$ cat src/rtl/multicycle_controller.sv
// Moore control FSM for the shared multicycle RV32I datapath (single ALU, memory and immediate extender).
// Optional feature macro: RISCV_ILLEGAL_TRAP_EN adds a sticky illegal flag and a terminal HALT state.
module multicycle_controller #(
    parameter logic [3:0] RESET_STATE = 4'd0
) (
    input  logic       clk,
    input  logic       rst_n,
    input  logic [6:0] opcode,
    input  logic [2:0] funct3,
    input  logic       funct7b5,
    input  logic       zero,
    output logic       pcWrite,
    output logic       adrSrc,
    output logic       memWrite,
    output logic       irWrite,
    output logic       regWrite,
    output logic [1:0] resultSrc,
    output logic [1:0] aluSrcA,
    output logic [1:0] aluSrcB,
    output logic [2:0] aluControl,
    output logic [2:0] immSrc,
    output logic       illegal
);

    localparam logic [6:0] OP_LOAD   = 7'b0000011;
    localparam logic [6:0] OP_STORE  = 7'b0100011;
    localparam logic [6:0] OP_R      = 7'b0110011;
    localparam logic [6:0] OP_IMM    = 7'b0010011;
    localparam logic [6:0] OP_JAL    = 7'b1101111;
    localparam logic [6:0] OP_JALR   = 7'b1100111;
    localparam logic [6:0] OP_BRANCH = 7'b1100011;
    localparam logic [6:0] OP_LUI    = 7'b0110111;

    localparam logic [2:0] ALU_ADD = 3'b000;
    localparam logic [2:0] ALU_SUB = 3'b001;
    localparam logic [2:0] ALU_AND = 3'b010;
    localparam logic [2:0] ALU_OR  = 3'b011;
    localparam logic [2:0] ALU_XOR = 3'b100;
    localparam logic [2:0] ALU_SLT = 3'b101;

    localparam logic [1:0] SRCA_PC    = 2'b00;
    localparam logic [1:0] SRCA_OLDPC = 2'b01;
    localparam logic [1:0] SRCA_RS1   = 2'b10;
    localparam logic [1:0] SRCB_RS2   = 2'b00;
    localparam logic [1:0] SRCB_IMM   = 2'b01;
    localparam logic [1:0] SRCB_FOUR  = 2'b10;
    localparam logic [1:0] RES_ALUOUT = 2'b00;
    localparam logic [1:0] RES_MEM    = 2'b01;
    localparam logic [1:0] RES_ALURES = 2'b10;
    localparam logic [1:0] RES_IMM    = 2'b11;

    typedef enum logic [3:0] {
        S_FETCH    = 4'd0,
        S_DECODE   = 4'd1,
        S_MEMADR   = 4'd2,
        S_MEMREAD  = 4'd3,
        S_MEMWB    = 4'd4,
        S_MEMWRITE = 4'd5,
        S_EXEC_R   = 4'd6,
        S_EXEC_I   = 4'd7,
        S_ALUWB    = 4'd8,
        S_JAL      = 4'd9,
        S_JALR     = 4'd10,
        S_LINK     = 4'd11,
        S_BRANCH   = 4'd12,
`ifdef RISCV_ILLEGAL_TRAP_EN
        S_LUI      = 4'd13,
        S_HALT     = 4'd14
`else
        S_LUI      = 4'd13
`endif
    } state_t;

    state_t state, state_next;
    logic   pc_update;
    logic   branch;
    logic   taken;

    // Shared by R-type and OP-IMM; only R-type may turn add into sub.
    function automatic logic [2:0] alu_decode(input logic [2:0] f3, input logic sub_ok);
        case (f3)
            3'b000:  alu_decode = sub_ok ? ALU_SUB : ALU_ADD;
            3'b010:  alu_decode = ALU_SLT;
            3'b100:  alu_decode = ALU_XOR;
            3'b110:  alu_decode = ALU_OR;
            3'b111:  alu_decode = ALU_AND;
            default: alu_decode = ALU_ADD;
        endcase
    endfunction

    // NOTE: sequential state uses non-blocking assignments so every flop samples pre-edge values.
    always_ff @(posedge clk or negedge rst_n) begin
        if (!rst_n) state <= state_t'(RESET_STATE);
        else        state <= state_next;
    end

    always_comb begin
        state_next = state;
        case (state)
            S_FETCH:  state_next = S_DECODE;
            S_DECODE: begin
                case (opcode)
                    OP_LOAD, OP_STORE: state_next = S_MEMADR;
                    OP_R:              state_next = S_EXEC_R;
                    OP_IMM:            state_next = S_EXEC_I;
                    OP_JAL:            state_next = S_JAL;
                    OP_JALR:           state_next = S_JALR;
                    OP_BRANCH:         state_next = S_BRANCH;
                    OP_LUI:            state_next = S_LUI;
`ifdef RISCV_ILLEGAL_TRAP_EN
                    default:           state_next = S_HALT;
`else
                    default:           state_next = S_FETCH;
`endif
                endcase
            end
            S_MEMADR:   state_next = (opcode == OP_LOAD) ? S_MEMREAD : S_MEMWRITE;
            S_MEMREAD:  state_next = S_MEMWB;
            S_EXEC_R,
            S_EXEC_I:   state_next = S_ALUWB;
            S_JAL,
            S_JALR:     state_next = S_LINK;
`ifdef RISCV_ILLEGAL_TRAP_EN
            S_HALT:     state_next = S_HALT;
`endif
            default:    state_next = S_FETCH;
        endcase
    end

    always_comb begin
        // NOTE: every output gets a default first so no path through the case can infer a latch.
        pc_update  = 1'b0;
        branch     = 1'b0;
        taken      = 1'b0;
        adrSrc     = 1'b0;
        memWrite   = 1'b0;
        irWrite    = 1'b0;
        regWrite   = 1'b0;
        resultSrc  = RES_ALUOUT;
        aluSrcA    = SRCA_PC;
        aluSrcB    = SRCB_RS2;
        aluControl = ALU_ADD;
        case (state)
            S_FETCH: begin
                irWrite   = 1'b1;
                pc_update = 1'b1;
                aluSrcB   = SRCB_FOUR;
                resultSrc = RES_ALURES;
            end
            S_DECODE: begin
                aluSrcA = SRCA_OLDPC;
                aluSrcB = SRCB_IMM;
            end
            S_MEMADR: begin
                aluSrcA = SRCA_RS1;
                aluSrcB = SRCB_IMM;
            end
            S_MEMREAD: adrSrc = 1'b1;
            S_MEMWB: begin
                resultSrc = RES_MEM;
                regWrite  = 1'b1;
            end
            S_MEMWRITE: begin
                adrSrc   = 1'b1;
                memWrite = 1'b1;
            end
            S_EXEC_R: begin
                aluSrcA    = SRCA_RS1;
                aluSrcB    = SRCB_RS2;
                aluControl = alu_decode(funct3, funct7b5);
            end
            S_EXEC_I: begin
                aluSrcA    = SRCA_RS1;
                aluSrcB    = SRCB_IMM;
                aluControl = alu_decode(funct3, 1'b0);
            end
            S_ALUWB: regWrite = 1'b1;
            S_JAL:   pc_update = 1'b1;
            S_JALR: begin
                aluSrcA   = SRCA_RS1;
                aluSrcB   = SRCB_IMM;
                resultSrc = RES_ALURES;
                pc_update = 1'b1;
            end
            S_LINK: begin
                aluSrcA   = SRCA_OLDPC;
                aluSrcB   = SRCB_FOUR;
                resultSrc = RES_ALURES;
                regWrite  = 1'b1;
            end
            S_BRANCH: begin
                aluSrcA = SRCA_RS1;
                aluSrcB = SRCB_RS2;
                branch  = 1'b1;
                case (funct3)
                    3'b000: begin aluControl = ALU_SUB; taken = zero;  end
                    3'b001: begin aluControl = ALU_SUB; taken = ~zero; end
                    3'b100: begin aluControl = ALU_SLT; taken = ~zero; end
                    3'b101: begin aluControl = ALU_SLT; taken = zero;  end
                    default: taken = 1'b0;
                endcase
            end
            S_LUI: begin
                resultSrc = RES_IMM;
                regWrite  = 1'b1;
            end
            default: ;
        endcase
    end

    assign pcWrite = pc_update | (branch & taken);

    always_comb begin
        case (opcode)
            OP_STORE:  immSrc = 3'b001;
            OP_BRANCH: immSrc = 3'b010;
            OP_JAL:    immSrc = 3'b011;
            OP_LUI:    immSrc = 3'b100;
            default:   immSrc = 3'b000;
        endcase
    end

`ifdef RISCV_ILLEGAL_TRAP_EN
    logic illegal_q;

    always_ff @(posedge clk or negedge rst_n) begin
        if (!rst_n)                                   illegal_q <= 1'b0;
        else if (state == S_DECODE && state_next == S_HALT) illegal_q <= 1'b1;
    end

    assign illegal = illegal_q;
`else
    assign illegal = 1'b0;
`endif

endmodule

$ cat config.mk
export PLATFORM = sky130hd
export DESIGN_NAME = multicycle_controller
export DESIGN_NICKNAME = d
export VERILOG_FILES = /design/src/rtl/multicycle_controller.sv
export SDC_FILE = /design/constraint.sdc
export NUM_CORES = 1
export LEC_CHECK = 0
export ABC_CLOCK_PERIOD_IN_PS = 1490
export CORE_AREA = 2 2 47 49
export DETAILED_ROUTE_END_ITERATION = 10
export DIE_AREA = 0 0 49 51
export MAX_ROUTING_LAYER = met4
export PLACE_DENSITY = 0.83
export RECOVER_POWER = 100
export SYNTH_ARGS = -nofsm -noshare
export SYNTH_HDL_FRONTEND = slang
export SYNTH_SLANG_ARGS = --single-unit
$ cat constraint.sdc
create_clock -name clk -period 1.49 [get_ports clk]
set_input_delay 0.298 -clock clk [delete_from_list [all_inputs] [get_ports clk]]
set_output_delay 0.298 -clock clk [all_outputs]
set_load 0.02 [all_outputs]
==> run summary <==
========================================================================================
Die Width                                                                          49 um
Slowest Stage Delay on Critical Path                                             0.41 ns
Area of the multi-input gates                                                    807 um2
Fraction of layout instances using a drive strength above 1                        65.9%
Final setup TNS                                                                 -4.81 ns
Final hold viol count                                                                  0
Sequential cell area                                                             101 um2
Shortest period the worst path allows                                            1.96 ns
Number of antenna-violating nets in the routed design                                  0
Regs by FF count                                                            state: 4 flops
Maximum Capacitance Violations                                                         0
Transition time at the pin with the least slew margin                           0.522 ns
Worst skew pair latency                                                          0.25 ns
CP cell instances                                                           buf_4, nand3b_1, or2_4, a221oi_4, buf_6
Cell Int Power                                                                    964 uW
Post-CTS Hold Fix Bufs                                                                 0
Max FFs per register                                                                   4
Asr flop ratio synth                                                                100%
Leading area contributor after synthesis                                         dfrtp_1
Classification of the worst-slack hold path                                 primary input to asynchronous set/reset pin
Final worst clock skew                                                        0.00875 ns
Area inside the core boundary                                                   2060 um2
Clock sinks                                                                            4
Crit path required time                                                          1.19 ns
Weighted congestion at the end of routability-driven global placement              0.824
Cell Area, Synth                                                                 716 um2
Part of the power in combinational logic                                           82.9%
Kind of end point of the critical path                                        output pin
Overall power                                                                    1740 uW
Number of levels the H-tree was split into                                             1
Setup CP Type                                                               flop to output pin
Main area contributors after synthesis                                      dfrtp_1, xor2_1, nor3b_1, nand3_1, nand2_1
Maximum vdd drop                                                              0.000700 V
Part of the Yosys area used for sequential elements                                14.0%
CTS Buf Count                                                                          3
Register with the most flip-flops                                                  state
Critical Path Start Type                                                            flop
Synth-to-layout area growth                                                         137%
Die Ht                                                                             51 um
Count of flip-flops with a built-in enable after synthesis                             0
RSZ-0062 raised after global routing                                                true
Final worst-path cycle share                                                        131%
GRT overflow                                                                           0
ANT cells                                                                              0
LEAKAGE                                                                      0.000738 uW
Most common cell in the synthesized netlist                                      nand2_1
Net switching power                                                               780 uW
Warnings, synthesis                                                                    0
Average footprint of a synthesized cell                                         7.09 um2
Cell with the largest stage delay on the worst path                              dfrtp_1
Outcome                                                                     finished, violations left
Clk slew on worst S/H paths                                                      0.04 ns
CTS tree                                                                           built
Smallest setup slack after layout                                              -0.468 ns
Fmax                                                                             511 MHz
Initial core utilization                                                           34.7%
Clock share of power                                                                8.5%
Commonest cells in the netlist                                              nand2_1, clkbuf_1, nand3_1
Number of vias per cell after detailed routing                                      5.67
DIE AREA                                                                        2500 um2
Switching power as a share of total power                                          44.7%
Clock root buffer                                                               clkbuf_4
Initial antenna violation count                                                        0
IO buf count                                                                          30
Post-Synthesis Net Count                                                             115
Vias in the first global route                                                     1,086
Post-detailed-route wirelength per cell                                          16.8 um
Share of the synthesized area in the top cell type                                 14.0%
Pwr per Cell Area                                                            1030 nW/um2
Total half-perimeter wirelength after legalization and detailed placement        2040 um
Count of endpoints failing setup in the final report                                  18
Final-report max-slew violation count                                                  0
Violations in the final reports                                             negative setup slack
Row count                                                                             17
Pre-CTS setup slack                                                            -0.992 ns
Arrival time reported for the critical path endpoint                             1.66 ns
Post-synth cell types                                                                 42
I/O Pins                                                                              32
Most used DFF post-synth                                                         dfrtp_1
Relative max-transition margin                                                     64.9%
Maximum fanout along the worst path                                                    3
Pre-antenna DRT Iters                                                                  6
Flip-flop and latch count after synthesis                                              4
Initial DRC Count                                                                     27
First-pass GRT wire length                                                       4910 um
Instance count of the mapped netlist                                                 101
Filler Cells Inserted                                                                129
Total vias in the final route                                                      1,123
Routed WL                                                                        3320 um
Maximum clock path buffer count                                                        2
Final net count                                                                      186
Maximum number of pins on one net before global-route repair                          15
Overall routing resource usage                                                     25.9%
Sequential share of power                                                           8.6%
Post-route worst hold slack                                                     0.316 ns
Remaining routing DRC violations                                                       0
Final Core Density                                                                 82.3%
========================================================================================
==> through the flow <==
step / instance area (um2) / std cells
6_report: 1700 / 198
5_1_grt: 1700 / 198
4_1_cts: 1520 / 192
3_5_place_dp: 1340 / 181
3_3_place_gp: 1340 / 181
2_1_floorplan: 830 / 101
==> worst paths after layout <==
kind                       slack, ns            end  cells past startpoint      start
max                            -0.47  aluControl[2]                      5   state[3]
min                             0.32       state[3]                      1      rst_n
max reg2reg                    -0.17       state[2]                      6   state[1]
min reg2reg                     0.74       state[2]                      2   state[2]
max in group asynchronous       0.98       state[1]                      1      rst_n
min in group clk                0.60       state[0]                      5  opcode[6]
==> metal layers <==
metal  up-vias  track usage (%)  part of all wire, %
li1        515                -                    -
met1       537             25.8                   37
met2        55             51.6                   54
met3        16             2.05                  4.9
met4         0             11.4                  3.6
met5         -                -                    0
==> area by class of cell <==
cell class,instances,area share (%)
sequential,4,5.97
timing repair buffer,78,42.4
clock buffer,3,1.33
tap,28,2.06
inverter,2,0.737
multi-input combinational,83,47.5
==> power groups by stage <==
stage | Combinational, uW | Clock [uW] | Sequential (uW)
4_1_cts | 1190 | 133 | 149
3_5_place_dp | 1100 | 0 | 149
3_3_place_gp | 1070 | 0 | 147
6_report | 1450 | 148 | 150
5_1_grt | 1520 | 152 | 153
2_1_floorplan | 639 | 0 | 140
==> repair_timing <==
item                       in CTS  in global routing
resized for setup             136                 33
pin swaps                      13                 12
buffers inserted                8                  7
setup endpoints to repair      21                 18
cloned                          1                  0
==> cells in the final DEF, fill, tap and decap left out, types with 2 or more instances in the layout <==
cell / instances
o22ai_2: 2
dfrtp_1: 3
nand2b_4: 3
nand2_1: 6
buf_2: 4
nand3_1: 6
nor2b_1: 3
buf_4: 39
nor2_4: 2
nor3_2: 3
dlygate4sd2_1: 4
or2_4: 2
or4_4: 2
nor2_1: 3
nor3b_1: 2
clkdlybuf4s50_1: 4
o21ai_2: 3
buf_12: 3
o21a_1: 2
o31a_1: 2
xor2_1: 4
buf_6: 21
xnor2_1: 2
clkbuf_4: 3
nor3b_4: 2
nand3b_1: 2
a21oi_1: 3
==> worst max-delay path, delay by kind of cell (launching register included) <==
kind / cells / cell delay [ns]
and+or+nand+nor: 2 / 0.47
buffers and inverters: 2 / 0.30
AOI/OAI and AO/OA: 1 / 0.22
DFF: 1 / 0.41
==> cells by family after synthesis <==
kind of cell,share of synthesized area (%)
AOI/OAI and AO/OA,25.5
xor gates and xnor gates,8.57
DFF,14.0
and+or+nand+nor,42.1
other,0.524
buffers and inverters,9.27
Note: power is estimated with default switching activity, not from simulation.
